<file path="config.mk">
export PLATFORM = sky130hd
export DESIGN_NAME = ram_access_ctrl
export DESIGN_NICKNAME = d
export VERILOG_FILES = /design/src/rtl/ram_ctrl_pkg.sv /design/src/rtl/rd_tag_pipe.sv /design/src/rtl/ram_access_ctrl.sv
export SDC_FILE = /design/constraint.sdc
export NUM_CORES = 1
export LEC_CHECK = 0
export ABC_CLOCK_PERIOD_IN_PS = 4900
export BUFFER_PORTS_ARGS = -buffer_cell sky130_fd_sc_hd__buf_4
export CORE_ASPECT_RATIO = 1.2
export CORE_MARGIN = 3
export CORE_UTILIZATION = 45
export DETAILED_ROUTE_END_ITERATION = 10
export PLACE_DENSITY_LB_ADDON = 0.12
export RECOVER_POWER = 25
export SLEW_MARGIN = 20
export SYNTH_ARGS = -nofsm -noshare
export SYNTH_HDL_FRONTEND = slang
export SYNTH_HIERARCHICAL = 1
export SYNTH_SLANG_ARGS = --single-unit
</file>
<file path="constraint.sdc">
create_clock -name clk -period 4.9 [get_ports clk]
set_input_delay 1.225 -clock clk [delete_from_list [all_inputs] [get_ports clk]]
set_output_delay 1.225 -clock clk [all_outputs]
set_load 0.02 [all_outputs]
</file>
<file path="src/rtl/ram_ctrl_pkg.sv">
// Shared types and default sizes for the data-RAM access controller.
package ram_ctrl_pkg;

  localparam int unsigned RamAw    = 8;   // RAM address width
  localparam int unsigned RamDw    = 16;  // RAM data width
  localparam int unsigned RamRdLat = 1;   // addr edge to dout valid, in cycles
  localparam int unsigned RamLenw  = 4;   // burst length field width

  typedef enum logic [1:0] {
    StIdle,
    StWrite,
    StRead,
    StDrain
  } ctrl_state_e;

  // Travels alongside each issued read address until its data returns.
  typedef struct packed {
    logic valid;
    logic last;
  } rd_tag_t;

endpackage

</file>
<file path="src/rtl/rd_tag_pipe.sv">
// Delay line for read tags, matching the RAM read latency.
module rd_tag_pipe
  import ram_ctrl_pkg::*;
#(
  parameter int unsigned Depth = RamRdLat
) (
  input  logic    clk,
  input  logic    reset_n,
  input  logic    flush,
  input  rd_tag_t tag_in,
  output rd_tag_t tag_out
);

  rd_tag_t stage_q [Depth];

  // Shift tags one stage per cycle; flush and reset clear every stage.
  always_ff @(posedge clk or negedge reset_n) begin
    if (!reset_n) begin
      for (int unsigned i = 0; i < Depth; i++) stage_q[i] <= '0;
    end else if (flush) begin
      for (int unsigned i = 0; i < Depth; i++) stage_q[i] <= '0;
    end else begin
      stage_q[0] <= tag_in;
      for (int unsigned i = 1; i < Depth; i++) stage_q[i] <= stage_q[i-1];
    end
  end

  assign tag_out = stage_q[Depth-1];

endmodule

</file>
<file path="src/rtl/ram_access_ctrl.sv">
// Initiator for the single-port synchronous data RAM: single writes and
// pipelined read bursts of 1..2^LENW consecutive words.
module ram_access_ctrl
  import ram_ctrl_pkg::*;
#(
  parameter int unsigned AW     = RamAw,
  parameter int unsigned DW     = RamDw,
  parameter int unsigned RD_LAT = RamRdLat,
  parameter int unsigned LENW   = RamLenw
) (
  input  logic            clk,
  input  logic            reset_n,
  input  logic            req_valid,
  output logic            req_ready,
  input  logic            req_we,
  input  logic [AW-1:0]   req_addr,
  input  logic [DW-1:0]   req_wdata,
  input  logic [LENW-1:0] req_len,
  output logic            rd_valid,
  output logic [DW-1:0]   rd_data,
  output logic            rd_last,
  output logic            busy,
  output logic            ram_we,
  output logic [AW-1:0]   ram_addr,
  output logic [DW-1:0]   ram_din,
  input  logic [DW-1:0]   ram_dout
);

  ctrl_state_e     state_q;
  logic            ram_we_q;
  logic [AW-1:0]   ram_addr_q;
  logic [DW-1:0]   ram_din_q;
  logic [LENW-1:0] cnt_q;

  rd_tag_t tag_in;
  rd_tag_t tag_out;

  // Request handshake and the RAM command sequence; all RAM pins are registered.
  always_ff @(posedge clk or negedge reset_n) begin
    if (!reset_n) begin
      state_q    <= StIdle;
      ram_we_q   <= 1'b0;
      ram_addr_q <= '0;
      ram_din_q  <= '0;
      cnt_q      <= '0;
    end else begin
      unique case (state_q)
        StIdle: begin
          if (req_valid) begin
            ram_addr_q <= req_addr;
            if (req_we) begin
              ram_we_q  <= 1'b1;
              ram_din_q <= req_wdata;
              state_q   <= StWrite;
            end else begin
              cnt_q   <= req_len;
              state_q <= StRead;
            end
          end
        end
        StWrite: begin
          ram_we_q <= 1'b0;
          state_q  <= StIdle;
        end
        StRead: begin
          if (cnt_q == '0) begin
            state_q <= StDrain;
          end else begin
            ram_addr_q <= ram_addr_q + AW'(1);
            cnt_q      <= cnt_q - LENW'(1);
          end
        end
        StDrain: begin
          // The last tag leaving the pipe means nothing else is in flight.
          if (tag_out.valid && tag_out.last) state_q <= StIdle;
        end
        default: state_q <= StIdle;
      endcase
    end
  end

  // Tag for the address on the bus this cycle; it exits when its data is on dout.
  always_comb begin
    tag_in       = '0;
    tag_in.valid = (state_q == StRead);
    tag_in.last  = (state_q == StRead) && (cnt_q == '0);
  end

  // Pipe is empty in idle; flushing there guards against any stale tag.
  rd_tag_pipe #(
    .Depth (RD_LAT)
  ) u_rd_tag_pipe (
    .clk     (clk),
    .reset_n (reset_n),
    .flush   (state_q == StIdle),
    .tag_in  (tag_in),
    .tag_out (tag_out)
  );

  // Outputs: RAM pins from registers, read data gated so it reads zero when idle.
  always_comb begin
    ram_we    = ram_we_q;
    ram_addr  = ram_addr_q;
    ram_din   = ram_din_q;
    req_ready = (state_q == StIdle);
    busy      = (state_q != StIdle);
    rd_valid  = tag_out.valid;
    rd_last   = tag_out.valid & tag_out.last;
    rd_data   = tag_out.valid ? ram_dout : '0;
  end

endmodule

</file>
Word-level counts from Yosys, hierarchy flattened
Index checks and enable logic that the tools add are counted.

$add $sub $neg: 2. Equality and inequality tests: 9. Multiplexer cells: 17. Bitwise operators: 1. Reductions and logical operators: 12.

Operators with widths (count): $mux W16 (1); $mux W8 (2); $pmux W8 S2 (1); $mux W4 (3); $reduce_and A3 Y1 (4); $mux W2 (5); $ne A2 B2 Y1 const B (5); $add A8 B1 Y8 const B (1); $pmux W2 S4 (1); $pmux W4 S2 (1); $reduce_bool A2 Y1 (3); $eq A2 B2 Y1 const B (2); $logic_not A4 Y1 (1); $reduce_and A4 Y1 (1); $sub A4 B1 Y4 const B (1); $eq A2 B1 Y1 const B (1); $logic_and A1 B1 Y1 (2); $logic_not A2 Y1 (1); $mux W1 (2); $ne A2 B1 Y1 const B (1); $pmux W1 S2 (1); $and A1 B1 Y1 (1).

Input bits: 48. Output and inout port bits: 45. Register bits after elaboration: 33. Logic and storage cells: 48.

Logic depth before layout (Yosys ltp)
Gate-level depths: netlist of the first run.

Depth after elaboration: 3. Depth in mapped cells: 7.

Hierarchy
The synthesis of the first run kept the hierarchy.

Modules (own cells, without submodules): ram_access_ctrl (area an instance 1601.5 µm², seq. area each 775.7 µm², times used 1, cells each 156); rd_tag_pipe (area an instance 62.6 µm², seq. area each 50.0 µm², times used 1, cells each 4).

Least setup slack after synthesis of the first run
Ideal clock, no wire load.

Kind: input -> output. From: in ram_dout[0]. To: out rd_data[0]. Setup slack: 2.234 ns. Buffers on the path: 0. Stages on the path: 1. Data arrival time: 1.441 ns. Cells stage by stage: and2_1.

Longest elaborated chain between the ends: 1.

RTL lines: start: declaration (line ram_access_ctrl.sv:26) `input logic [DW-1:0] ram_dout`; $mux W16 (line ram_access_ctrl.sv:109) `rd_data = tag_out.valid ? ram_dout : '0;`; end: declaration (line ram_access_ctrl.sv:20) `output logic [DW-1:0] rd_data,`.

No other way between the ends.

Worst setup path in the final report of the first run
From: in ram_dout[7]. To: out rd_data[7].

Same word-level chain as after synthesis.

==> results of run 1 <==
[state kept, by name, indices dropped and copies added, names as in the netlist]
signal	count
cnt_q	4
ram_addr	8
ram_din	16
ram_we	1
state_q	2
u_rd_tag_pipe/tag_out	2
[cell usage in the layout, fill, tap and decap left out, types with 3 or more instances in the layout]
| master | netlist | final |
|---|---|---|
| buf_4 | 1 | 91 |
| dfrtp_1 | 33 | 33 |
| and2_1 | 17 | 17 |
| mux2_2 | 16 | 16 |
| nor2_1 | 13 | 13 |
| a21oi_1 | 13 | 13 |
| nand2_1 | 11 | 11 |
| o21ai_0 | 7 | 7 |
| inv_1 | 6 | 6 |
| nand3_1 | 6 | 6 |
| clkbuf_8 | 0 | 6 |
| nand2b_1 | 3 | 3 |
| a2bb2oi_1 | 3 | 3 |
[layer usage]
metal  vias to the layer above  GRT usage, %
met3                         8          6.73
met4                         0          5.66
li1                        741             -
met1                       695          19.7
met2                        75          30.2
met5                         -             0
[per-stage QoR]
| step | hold slack [ns] | cell area [um^2] | utilization, % | cells | setup WS (ns) |
|---|---|---|---|---|---|
| finish | 0.507 | 2460 | 71.2 | 289 | 2.05 |
| global route | 0.526 | 2460 | 71.2 | 289 | 2.03 |
| CTS | 0.513 | 2460 | 71.2 | 289 | 2.05 |
| detailed placement | 0.497 | 2370 | 68.6 | 282 | 2.05 |
| global placement | 0.491 | 2370 | 68.6 | 282 | 2.05 |
| floorplan | 0.503 | 1660 | - | 160 | 2.23 |
[how the worst max path moves through the flow]
stage                             end  depth (start not counted)    startpoint
after floorplan            rd_data[0]                          1   ram_dout[0]
after global placement     rd_data[4]                          3   ram_dout[4]
after detailed placement   rd_data[7]                          3   ram_dout[7]
after CTS                  rd_data[7]                          3   ram_dout[7]
after global routing      rd_data[15]                          3  ram_dout[15]
final                      rd_data[7]                          3   ram_dout[7]
[kinds of logic after synthesis]
kind of cell,Yosys count,share of synthesized area (%)
and+or+nand+nor,62,20.5
adders and majority gates,2,1.50
DFF,33,49.6
AOI/OAI and AO/OA,33,13.6
muxes,17,11.4
buffers and inverters,13,3.38
[cell type report]
class                   instances  area [um^2]
fillers                       306          995
flip-flops and latches         33          826
multi-input cells             114          787
repair buffers                 92          687
clock buffers                   6         82.6
well taps                      37         46.3
inverters                       6         22.5
clock inverters                 1         7.51
[power by group]
group	switching (mW)	internal [mW]	leakage (nW)	total [mW]
Combinational	0.292	0.267	0.802	0.559
Clock	0.0963	0.111	0.0433	0.207
Sequential	0.0979	0.365	0.409	0.463
Total	0.486	0.743	1.25	1.23
==> qor.csv, run 1 <==
stage;metric;value;unit
outcome;status;finished with violations;
outcome;violated checks;capacitance limit, slew limit;
global_route;initial antenna violation count;0;
drt;final WL;3.88;mm
timing;Hold Vio Cnt, Final;0;
synth;Yosys reg bits;33;
synth;Synth area leaders;dfrtp_1, mux2_2, and2_1;
timing;setup TNS;0;ns
critical_path;CP startpoint kind;primary input;
pwr;VDD IR max;0.000282;V
timing;min cycle time layout;2.85;ns
synth;Mean Syn Cell Area;10.4;um^2
synth;total of warnings raised by yosys;6;
cts;H-tree depth;2;
critical_path;ordered cell list for the critical path;buf_4 > and2_1 > buf_4;
cts;clk sinks;33;
timing;Least-Margin Pin Slew;1.69;ns
pwr;static leakage;1.25;nW
drt;met1 wire length;1.45;mm
worst_hold_path;hold path start;ram_din[8];
synth;largest area contributor in the netlist;dfrtp_1;
drt;Routed Antenna Nets;0;
critical_path;crit path buf inv count;2;
critical_path;Crit. End Element;output pin;
critical_path;R2R Setup Slk;2.88;ns
cts;clock-pin slew on the worst setup and hold paths;0.06;ns
timing;Max Fclk;351;MHz
floorplan;die area;4470;um^2
critical_path;Worst path max stage delay;0.15;ns
floorplan;Initial Utilization;48.2;%
synth;Syn Std Cell Area;1660;um^2
global_route;grt ovf;0;
synth;synth cell count leaders;dfrtp_1, and2_1, mux2_2;
cts;CTS max path bufs;2;
drt;DR top layer;met4;
critical_path;Setup CP Type;in2out;
timing;Final Cycle Share;58.2;%
timing;Slew Viols, Final;34;
drt;Avg WL per Cell;13.4;um
drt;Via density;5.26;
timing;clock skew after layout;0.00452;ns
drt;WL met2;1.87;mm
drt;routed via count;1519;
critical_path;Top delay family on crit path;buffers and inverters;
synth;Synth top area share;49.6;%
cts;CTS Hold Bufs;0;
critical_path;Worst path most repeated cell;buf_4;
critical_path;CP required;3.67;ns
cts;TritonCTS clock tree;yes;
critical_path;CP Max Fanout;1;
critical_path;critical register-to-register path startpoint;state_q[0];
drt;met3 wire length;503;um
layout;area grow syn2layout;47.7;%
cts;CTS buffer count;5;
layout;antenna cells;0;
global_route;vias in the first global route;1387;
pwr;PwrDens;500;nW/um^2
synth;EDFF count, synth;0;
cts;root buffer cell;clkbuf_8;
worst_hold_path;sink of the worst hold path;ram_din[8];
cts;Clock Latency Late Sink;0.28;ns
pwr;Tot Pwr;1.23;mW
synth;post-synthesis sequential area ratio;49.6;%
synth;Async S/R FF share, synth;100;%
worst_hold_path;Min-Delay Path Depth;1;
placed_design;routability cong.;0.762;
run;max-cap check violation count;1;
timing;worst rel slew slack;-12.6;%
cts;# resized after CTS;0;
drt;total iterations of the first detailed-routing run;4;
drt;drc violations;0;
synth;Top FF cell, synth;dfrtp_1;
worst_hold_path;min-delay worst type;reg2reg;
floorplan;I/O Pins;93;
critical_path;Crit-path slowest cell;and2_1;
floorplan;die height;72.6;um
global_route;first-pass GRT wire length;5.89;mm
floorplan;Die Span X;61.5;um
floorplan;site row count;23;
synth;Mapped Cells;160;
global_route;largest net degree at the start of global routing;34;
critical_path;WP data arrival;1.62;ns
timing;RSZ-0062 raised after global routing;false;
critical_path;Reg2Reg Capture Point;ram_din[0];
cts;Setup Buffers After CTS;0;
synth;synth unique cells;33;
synth;count leader, synth;dfrtp_1;
drt;initial DRC count;35;
placed_design;Port Buffer Count;92;
global_route;Total GRT Usage;17.6;%
floorplan;CORE AREA;3450;um^2
synth;post-synthesis net count;210;
layout;Final nets;302;
critical_path;reg2reg path depth;4;
timing;Finish-stage setup viols;0;
layout;share of cells above drive strength 1;47.6;%
placed_design;dpl hpwl;2.99;mm
No activity file was read; power rests on OpenSTA's default activity.
==> inputs of run 2 (changes only) <==
Settings changed: ABC_CLOCK_PERIOD_IN_PS 4900 to 2340, CORE_UTILIZATION 45 to 40.
Clock period 4.9 ns to 2.34 ns, I/O delays scaled along.
==> run 2 against run 1 <==
The run still ends with capacitance limit, slew limit left; largest power group unchanged; via count unchanged; wire length increased by 4.2%; combinational power grew 110%; sequential power increased by 110%; first-iteration DRC count fell by 5.7%; clock power increased by 97%; die area rose by 11%; hold slack improved by 0.0052 ns; largest cell class unchanged; sequential share of layout area decreased by 0.39 points; sequential cell count unchanged; clock-buffer cell count is the same.
==> qor.csv, run 2 (synthesis gave the netlist of run 1 again) <==
stage;metric;value;unit;change
cts;H-tree depth;2;;unchanged
pwr;PwrDens;1030;nW/um^2;+110%
timing;Finish-stage setup viols;0;;unchanged
drt;routed via count;1519;;unchanged
timing;Max Fclk;516;MHz;
drt;Via density;4.92;;-6.5%
cts;clock-pin slew on the worst setup and hold paths;0.07;ns;about the same
layout;Final Util;62.6;%;-8.6 points
pwr;Clk pwr share;15.9;%;-1.0 points
outcome;violated checks;capacitance limit, slew limit;;
critical_path;reg2reg path depth;6;;+2
placed_design;routability cong.;0.743;;-2.5%
cts;root buffer cell;clkbuf_8;;
outcome;status;finished with violations;;
layout;# fillers;356;;+16%
worst_hold_path;hold path start;ram_din[15];;
layout;commonest non-fill, non-tap cell in the layout;buf_4;;
layout;post-route insts no fill;309;;+6.9%
timing;worst rel slew slack;-15.5;%;-2.9 points
floorplan;CORE AREA;3970;um^2;+15%
timing;setup TNS;0;ns;unchanged
layout;share of cells above drive strength 1;47.8;%;+0.22 points
timing;min cycle time layout;1.94;ns;
cts;clk sinks;33;;unchanged
drt;Routed Antenna Nets;0;;unchanged
cts;Setup Buffers After CTS;0;;unchanged
global_route;largest net degree at the start of global routing;34;;unchanged
floorplan;I/O Pins;93;;unchanged
floorplan;Initial Utilization;41.9;%;-6.3 points
critical_path;Crit. End Element;output pin;;
layout;area grow syn2layout;49.5;%;
global_route;Total GRT Usage;16.7;%;-0.96 points
pwr;static leakage;1.27;nW;+0.92%
floorplan;die height;76.7;um;+5.6%
floorplan;Die Span X;64.9;um;+5.5%
run;max-cap check violation count;1;;unchanged
timing;clock skew after layout;0.00343;ns;-0.00108 ns
layout;most frequent cells in the layout;buf_4, dfrtp_1, and2_1;;
critical_path;R2R Setup Slk;0.50;ns;-2.38 ns
cts;Clock Latency Late Sink;0.28;ns;about the same
pwr;Seq pwr share;37.9;%;+0.2 points
worst_hold_path;Min-Delay Path Depth;1;;unchanged
drt;total iterations of the first detailed-routing run;4;;unchanged
worst_hold_path;min-delay worst type;reg2reg;;
floorplan;site row count;25;;+8.7%
drt;final WL;4.04;mm;+4.2%
floorplan;die area;4970;um^2;+11%
layout;antenna cells;0;;unchanged
pwr;sw frac;40.1;%;+0.53 points
placed_design;cell total after placement;301;;+6.7%
critical_path;CP Max Fanout;9;;+8
pwr;NetSw;1.03;mW;+110%
pwr;combinational share of power;46.2;%;+0.7 points
global_route;first-pass GRT wire length;6.54;mm;+11%
pwr;Int Pwr;1.54;mW;+110%
timing;final hold slack;0.512;ns;+0.00519 ns
global_route;initial antenna violation count;0;;unchanged
drt;Avg WL per Cell;13.1;um;-2.5%
pwr;VDD IR max;0.000531;V;+89%
layout;max reg flops;16;;unchanged
critical_path;WP data arrival;1.35;ns;-0.27 ns
critical_path;critical register-to-register path startpoint;cnt_q[0];;
cts;TritonCTS clock tree;yes;;
layout;Final nets;304;;+0.66%
critical_path;Setup CP Type;reg2out;;
worst_hold_path;sink of the worst hold path;ram_din[15];;
drt;drc violations;0;;unchanged
cts;CTS Hold Bufs;0;;unchanged
placed_design;dpl hpwl;3.13;mm;+4.5%
timing;RSZ-0062 raised after global routing;false;;
global_route;grt ovf;0;;unchanged
critical_path;CP required;1.75;ns;-1.92 ns
cts;# resized after CTS;0;;unchanged
drt;initial DRC count;33;;-5.7%
critical_path;Reg2Reg Capture Point;cnt_q[2];;
global_route;vias in the first global route;1420;;+2.4%
cts;CTS max path bufs;2;;unchanged
critical_path;CP startpoint kind;register;;
timing;Final Cycle Share;82.9;%;
timing;Least-Margin Pin Slew;1.73;ns;+0.0428 ns
cts;CTS buffer count;5;;unchanged
placed_design;Port Buffer Count;92;;unchanged
timing;Slew Viols, Final;34;;unchanged
timing;Hold Vio Cnt, Final;0;;unchanged
==> run 2: changes by cell type in the layout (fill, tap and decap cells not counted), sizes merged <==
cell      before  now
buf           91   93
clkinv         0    2
clkinvlp       1    0
==> run 2: worst max-delay path by stage <==
stage	cells after the start	slack [ns]	start	endpoint
after floorplan	6	0.23	state_q[0]	ram_din[0]
after global placement	6	0.28	cnt_q[0]	ram_addr[6]
after detailed placement	6	0.22	cnt_q[0]	ram_addr[4]
after CTS	6	0.20	cnt_q[0]	ram_addr[4]
after global routing	1	0.23	reset_n	cnt_q[0]
final	3	0.40	state_q[0]	busy
==> run 2: area by class of cell <==
type	count	area, um^2	area share [%]
Clock inverter	2	10.0	0.402
Timing Repair Buffer	94	702	28.2
Inverter	6	22.5	0.905
Clock buffer	6	72.6	2.92
Tap cell	54	67.6	2.72
Multi-Input combinational cell	114	787	31.6
Sequential cell	33	826	33.2
==> run 2: stage by stage <==
step	instance area [um^2]	total power, mW	setup WS, ns
detailed placement	2400	2.18	0.215
global route	2490	2.74	0.230
global placement	2400	2.16	0.277
finish	2490	2.57	0.401
CTS	2490	2.59	0.203
floorplan	1660	1.68	0.231
==> run 2: critical path, cell delays in order (launching register included) <==
cell and delay [ns]:
dfrtp_1 0.48, nor2_1 0.30, inv_1 0.11, buf_4 0.17
==> run 2: power groups by stage <==
stage / Sequential [mW] / Clock (mW) / Combinational (mW)
after floorplan: 1.11 / 0 / 0.566
after global placement: 0.980 / 0 / 1.18
after detailed placement: 0.984 / 0 / 1.20
after CTS: 0.976 / 0.420 / 1.20
after global routing: 1.01 / 0.446 / 1.28
final: 0.973 / 0.408 / 1.18
==> run 2: layer usage <==
layer / GRT usage (%) / vias to the layer above / routed length (um) / part of all wire (%)
li1: - / 748 / - / -
met1: 19.0 / 690 / 1560 / 39
met2: 27.2 / 75 / 1930 / 48
met3: 7.17 / 6 / 492 / 12
met4: 6.34 / 0 / 60 / 1.5
met5: 0 / - / 0 / 0
